**config.mk**
```make
export PLATFORM = sky130hd
export DESIGN_NAME = uart_rx_fifo
export DESIGN_NICKNAME = d
export VERILOG_FILES = /design/src/rtl/uart_rx_fifo.sv
export SDC_FILE = /design/constraint.sdc
export NUM_CORES = 1
export LEC_CHECK = 0
export ABC_AREA = 1
export ABC_CLOCK_PERIOD_IN_PS = 8800
export BUFFER_PORTS_ARGS = -buffer_cell sky130_fd_sc_hd__buf_2
export CORE_ASPECT_RATIO = 0.8
export CORE_MARGIN = 4
export CORE_UTILIZATION = 51
export DETAILED_ROUTE_END_ITERATION = 10
export GPL_TIMING_DRIVEN = 0
export PLACE_DENSITY_LB_ADDON = 0.05
export SYNTH_ARGS = -nofsm -noshare
export SYNTH_HDL_FRONTEND = slang
export SYNTH_SLANG_ARGS = --single-unit
```
**constraint.sdc**
```tcl
create_clock -name clk -period 8.8 [get_ports clk]
set_clock_uncertainty 0.1 [all_clocks]
set_input_delay 0 -clock clk [delete_from_list [all_inputs] [get_ports clk]]
set_output_delay 0 -clock clk [all_outputs]
set_load 0.01 [all_outputs]
```
**src/rtl/uart_rx_fifo.sv**
```systemverilog
// uart_rx_fifo: 16x-oversampled UART receiver (majority vote at ticks 7/8/9) feeding a FWFT receive FIFO.
// Parity checking and the PAR state are built only when UART_RX_PARITY_EN is defined.
module uart_rx_fifo #(
    parameter int CLK_FREQ   = 50_000_000,
    parameter int BAUD       = 100_000,
    parameter int DATA_BITS  = 8,
    parameter int PARITY     = 0,
    parameter int STOP_BITS  = 1,
    parameter int FIFO_DEPTH = 16
) (
    input  logic                          clk,
    input  logic                          rst,
    input  logic                          serial_rx,
    input  logic                          clr_err,
    output logic [7:0]                    out_data,
    output logic                          out_valid,
    input  logic                          out_ready,
    output logic                          frame_err,
    output logic                          parity_err,
    output logic                          overrun,
    output logic [$clog2(FIFO_DEPTH):0]   fifo_level,
    output logic [15:0]                   recv_count
);
    localparam int DIV = CLK_FREQ / (BAUD * 16);
    localparam int TW  = (DIV > 1) ? $clog2(DIV) : 1;
    localparam int AW  = $clog2(FIFO_DEPTH);
    localparam int LW  = AW + 1;

    if (DIV < 2 || DATA_BITS < 5 || DATA_BITS > 8 || PARITY < 0 || PARITY > 2 ||
        STOP_BITS < 1 || STOP_BITS > 2 || FIFO_DEPTH < 2 ||
        (FIFO_DEPTH & (FIFO_DEPTH - 1)) != 0) begin : g_bad_params
        $error("uart_rx_fifo: illegal parameter set");
    end

`ifdef UART_RX_PARITY_EN
    typedef enum logic [2:0] {S_IDLE, S_START, S_DATA, S_PAR, S_STOP} state_t;
`else
    typedef enum logic [2:0] {S_IDLE, S_START, S_DATA, S_STOP} state_t;
`endif

    logic          rx_meta_q, rx_meta_d, rx_s_q, rx_s_d;
    logic [1:0]    sync_vld_q, sync_vld_d;
    logic          armed_q, armed_d;
    logic [TW-1:0] tick_cnt_q, tick_cnt_d;
    logic [3:0]    sub_q, sub_d;
    logic [1:0]    samp_q, samp_d;
    state_t        state_q, state_d;
    logic [2:0]    bit_idx_q, bit_idx_d;
    logic [7:0]    shift_q, shift_d;
    logic [7:0]    mem_q [FIFO_DEPTH];
    logic [7:0]    mem_d [FIFO_DEPTH];
    logic [AW-1:0] wr_ptr_q, wr_ptr_d, rd_ptr_q, rd_ptr_d;
    logic [LW-1:0] level_q, level_d;
    logic [15:0]   recv_q, recv_d;
    logic          frame_err_q, frame_err_d, overrun_q, overrun_d;
`ifdef UART_RX_PARITY_EN
    logic          par_bad_q, par_bad_d, parity_err_q, parity_err_d;
`endif

    logic tick, decide, bit_val, stop_dec, pop, full, good, push;

    always_comb begin
        rx_meta_d  = serial_rx;
        rx_s_d     = rx_meta_q;
        sync_vld_d = {sync_vld_q[0], 1'b1};
        armed_d    = armed_q;
        tick       = (tick_cnt_q == TW'(DIV - 1));
        tick_cnt_d = tick ? '0 : tick_cnt_q + TW'(1);
        sub_d      = tick ? sub_q + 4'd1 : sub_q;
        samp_d     = samp_q;
        if (tick && sub_q == 4'd7) samp_d[0] = rx_s_q;
        if (tick && sub_q == 4'd8) samp_d[1] = rx_s_q;
        decide     = tick && (sub_q == 4'd9);
        bit_val    = (samp_q[0] & samp_q[1]) | (samp_q[0] & rx_s_q) | (samp_q[1] & rx_s_q);
        state_d    = state_q;
        bit_idx_d  = bit_idx_q;
        shift_d    = shift_q;
        stop_dec   = 1'b0;
`ifdef UART_RX_PARITY_EN
        par_bad_d  = par_bad_q;
`endif

        case (state_q)
            S_IDLE: begin
                // Only a high level seen after reset/frame end arms start detection.
                armed_d = armed_q | (sync_vld_q[1] & rx_s_q);
                if (armed_q && !rx_s_q) begin
                    state_d    = S_START;
                    armed_d    = 1'b0;
                    tick_cnt_d = '0;
                    sub_d      = '0;
                    bit_idx_d  = '0;
                    shift_d    = '0;
`ifdef UART_RX_PARITY_EN
                    par_bad_d  = 1'b0;
`endif
                end
            end
            S_START: if (decide) state_d = bit_val ? S_IDLE : S_DATA;
            S_DATA: if (decide) begin
                shift_d[bit_idx_q] = bit_val;
                if (bit_idx_q == 3'(DATA_BITS - 1)) begin
`ifdef UART_RX_PARITY_EN
                    state_d = (PARITY != 0) ? S_PAR : S_STOP;
`else
                    state_d = S_STOP;
`endif
                end else begin
                    bit_idx_d = bit_idx_q + 3'd1;
                end
            end
`ifdef UART_RX_PARITY_EN
            S_PAR: if (decide) begin
                par_bad_d = ((^shift_q) ^ bit_val) != (PARITY == 1);
                state_d   = S_STOP;
            end
`endif
            S_STOP: if (decide) begin
                stop_dec = 1'b1;
                state_d  = S_IDLE;
            end
            default: state_d = S_IDLE;
        endcase

        pop  = (level_q != '0) && out_ready;
        full = (level_q == LW'(FIFO_DEPTH));
`ifdef UART_RX_PARITY_EN
        good = stop_dec && bit_val && !par_bad_q;
        parity_err_d = (parity_err_q & ~clr_err) | (stop_dec & bit_val & par_bad_q);
`else
        good = stop_dec && bit_val;
`endif
        push        = good && !(full && !pop);
        frame_err_d = (frame_err_q & ~clr_err) | (stop_dec & ~bit_val);
        overrun_d   = (overrun_q & ~clr_err) | (good & full & ~pop);

        mem_d = mem_q;
        if (push) mem_d[wr_ptr_q] = shift_q;
        wr_ptr_d = push ? wr_ptr_q + AW'(1) : wr_ptr_q;
        rd_ptr_d = pop ? rd_ptr_q + AW'(1) : rd_ptr_q;
        level_d  = level_q + LW'(push) - LW'(pop);
        recv_d   = recv_q + 16'(push);
    end

    always_ff @(posedge clk) begin
        if (rst) begin
            rx_meta_q   <= 1'b1;
            rx_s_q      <= 1'b1;
            sync_vld_q  <= '0;
            armed_q     <= 1'b0;
            tick_cnt_q  <= '0;
            sub_q       <= '0;
            samp_q      <= '0;
            state_q     <= S_IDLE;
            bit_idx_q   <= '0;
            shift_q     <= '0;
            mem_q       <= '{default: '0};
            wr_ptr_q    <= '0;
            rd_ptr_q    <= '0;
            level_q     <= '0;
            recv_q      <= '0;
            frame_err_q <= 1'b0;
            overrun_q   <= 1'b0;
`ifdef UART_RX_PARITY_EN
            par_bad_q    <= 1'b0;
            parity_err_q <= 1'b0;
`endif
        end else begin
            rx_meta_q   <= rx_meta_d;
            rx_s_q      <= rx_s_d;
            sync_vld_q  <= sync_vld_d;
            armed_q     <= armed_d;
            tick_cnt_q  <= tick_cnt_d;
            sub_q       <= sub_d;
            samp_q      <= samp_d;
            state_q     <= state_d;
            bit_idx_q   <= bit_idx_d;
            shift_q     <= shift_d;
            mem_q       <= mem_d;
            wr_ptr_q    <= wr_ptr_d;
            rd_ptr_q    <= rd_ptr_d;
            level_q     <= level_d;
            recv_q      <= recv_d;
            frame_err_q <= frame_err_d;
            overrun_q   <= overrun_d;
`ifdef UART_RX_PARITY_EN
            par_bad_q    <= par_bad_d;
            parity_err_q <= parity_err_d;
`endif
        end
    end

    assign out_data   = mem_q[rd_ptr_q];
    assign out_valid  = (level_q != '0);
    assign fifo_level = level_q;
    assign recv_count = recv_q;
    assign frame_err  = frame_err_q;
    assign overrun    = overrun_q;
`ifdef UART_RX_PARITY_EN
    assign parity_err = parity_err_q;
`else
    assign parity_err = 1'b0;
`endif

endmodule

```
==> impl_results.md <==
* Post-Syn Area per Cell at 6.51 um^2
* Leading cell type in the layout, fill and taps excluded: nand2_1
* Worst slew pin tran at 0.983 ns
* Startpoint types: flip-flop
* Final #Nets at 1,692
* Run status: finished clean
* CTS Buf Count at 17
* Die ar. at 0.0229 mm^2
* Final setup fails at 0
* Area growth syn-to-layout at 10.9%
* Yosys cell types at 34
* Pin count of the biggest net entering global routing at 19
* Wire length of the first global-routing pass at 50,900 um
* Initial Utilization at 52.4%
* Global placement routability congestion at 0.995
* Antenna Nets Post-Route at 0
* Clock transition at path regs at 0.08 ns
* Post-synthesis sequential area ratio at 35.9%
* DRT Wirelength at 32,900 um
* Clock sinks at 188
* Slew Limit Fails at 0
* Core ar. at 0.0200 mm^2
* RSZ-0062 raised after global routing: no
* Crit path launch: fifo_level[2]
* Avg WL per Cell at 16.9 um
* Layout cell share with drive strength beyond 1 at 7.92%
* Chip Width at 168 um
* Row cnt at 46
* Total GRT Usage at 28.6%
* Total number of vias at 10,300
* TritonRoute pass-1 iters at 8
* DRC Markers at 0
* WHS at 0.166 ns
* Most frequent cells in the layout: nand2_1 (334), inv_1 (324), dfxtp_1 (188), nor2_1 (186), nand4_1 (139)
* CTS tree: done
* Crit path max fanout at 10
* Hold Crit Class: in2reg
* Clock latency on the worst-skew pair at 0.46 ns
* Post-route minimum period at 3.75 ns
* Power Dens Cells at 200 mW/mm^2
* Clk buf depth at 2
* Drt via density at 5.29
* Critical path endpoint category: flip-flop
* Ys Warns at 0
* Die Y at 136 um
* # port buffers at 35
* Hpwl dp at 23,200 um
* Max_cap viols at 0
* Reg2Reg Launch Point: fifo_level[2]
* Grt ovf at 0
* Slew HR at 34.5%
* Ports at 38
* Antenna violations before repair at 0
* Initial DRC count at 1,017
* Ys async rst share at 0%
* Req. time, crit path at 9.08 ns
* CP Data Arrival Time at 4.03 ns
* Ant. Diodes at 0
* Cells after Synth at 1,608
* Post-CTS Setup Bufs at 0
* Post-cts gate resize count at 0
* Setup_tns at 0 ns
* Pleak at 5.09 nW
* Max VDD drop at 0.182 mV
* Hold Buf Count CTS at 4
* Count of final hold-check violations at 0
* Clock tree root buffer cell: clkbuf_16
* # H-tree levels at 4
* Post-synth EDFFs at 0
* Crit Path Category: reg2reg
* Peak Freq at 267 MHz
* Syn Nets at 1,634
* Main synth FF type: dfxtp_1
* Post-synthesis register bit count at 188
* Final Cycle Share at 42.6%
* Post-synthesis cell area at 0.0105 mm^2
* Vias in the first global route at 9,222
* HP Start: serial_rx
## synthesized netlist by cell type, types with 11 or more instances
library cell	instances	area share (%)
buf_2	16	0.76
clkbuf_1	41	1.5
dfxtp_1	188	36
buf_1	16	0.57
o21ai_0	79	3.8
ha_1	20	2.4
a21oi_1	103	4.9
inv_1	324	12
nand4_1	139	8.3
nand3_1	82	3.9
nor2_1	186	6.7
nand2_1	334	12
nor3_1	11	0.53
nand3_4	16	2.7
## critical path, cell delays in order, from the launching register on
cell and delay, ns:
dfxtp_1 0.39, inv_1 0.08, ha_1 0.21, nand3_1 0.13
nand2_2 0.15, nand2_1 0.14, clkbuf_1 0.58, nand2_2 0.27
ha_1 0.34, inv_1 0.06, ha_1 0.15, inv_1 0.05
fa_1 0.40, o31ai_1 0.35, o21ai_0 0.13, a21oi_1 0.14
## metrics by stage
| stage | total power, mW | cells | cell area, um^2 | setup slack (ns) | utilization [%] |
|---|---|---|---|---|---|
| floorplan | 1.29 | 1608 | 10500 | 5.87 | - |
| global placement | 1.50 | 1907 | 11000 | 5.14 | 55.0 |
| detailed placement | 1.50 | 1907 | 11000 | 5.15 | 55.0 |
| CTS | 2.30 | 1943 | 11600 | 5.09 | 58.1 |
| global route | 2.41 | 1943 | 11600 | 4.84 | 58.1 |
| finish | 2.32 | 1943 | 11600 | 5.05 | 58.1 |
## worst paths after layout
path / end / slack, ns / cells past startpoint
max: fifo_level[4] / 5.05 / 15
min: rx_meta_q / 0.17 / 3
max reg2reg: fifo_level[4] / 5.05 / 15
min reg2reg: sync_vld_q[1] / 0.31 / 2
## final cells by class
| class | instances | area [um^2] |
|---|---|---|
| plain buffers | 92 | 483 |
| fillers | 2015 | 8360 |
| inverters | 328 | 1230 |
| repair buffers | 39 | 215 |
| well taps | 264 | 330 |
| clock buffers | 19 | 453 |
| multi-input cells | 1000 | 4990 |
| clock inverters | 13 | 144 |
| flip-flops and latches | 188 | 3760 |
## metal layers
layer	wire [um]	vias to the layer above	track usage, %
li1	-	5176	-
met1	15300	4599	41.7
met2	13400	431	41.1
met3	3280	76	7.67
met4	838	0	9.15
met5	0	-	0
## power breakdown
part           switching (mW)  internal, mW  leakage, nW
clock                   0.390         0.419        0.293
combinational           0.452         0.172         3.28
sequential             0.0183         0.870         1.52
## state kept, by name, indices dropped and copies added, names as in the netlist, 2 cells and up
register,cells
bit_idx_q,3
samp_q,2
wr_ptr_q,4
tick_cnt_q,5
state_q,2
rd_ptr_q,4
shift_q,8
mem_q,128
sync_vld_q,2
fifo_level,5
sub_q,4
recv_count,16
## cells by family after synthesis
logic type                 after synthesis  share of synthesized area [%]
adders and majority gates               21                           2.58
DFF                                    188                           35.9
xor gates and xnor gates                10                          0.837
buffers and inverters                  420                           16.4
AOI/OAI and AO/OA                      188                           9.14
and+or+nand+nor                        780                           35.1
other                                    1                         0.0358
No activity file was read; power rests on OpenSTA's default activity.
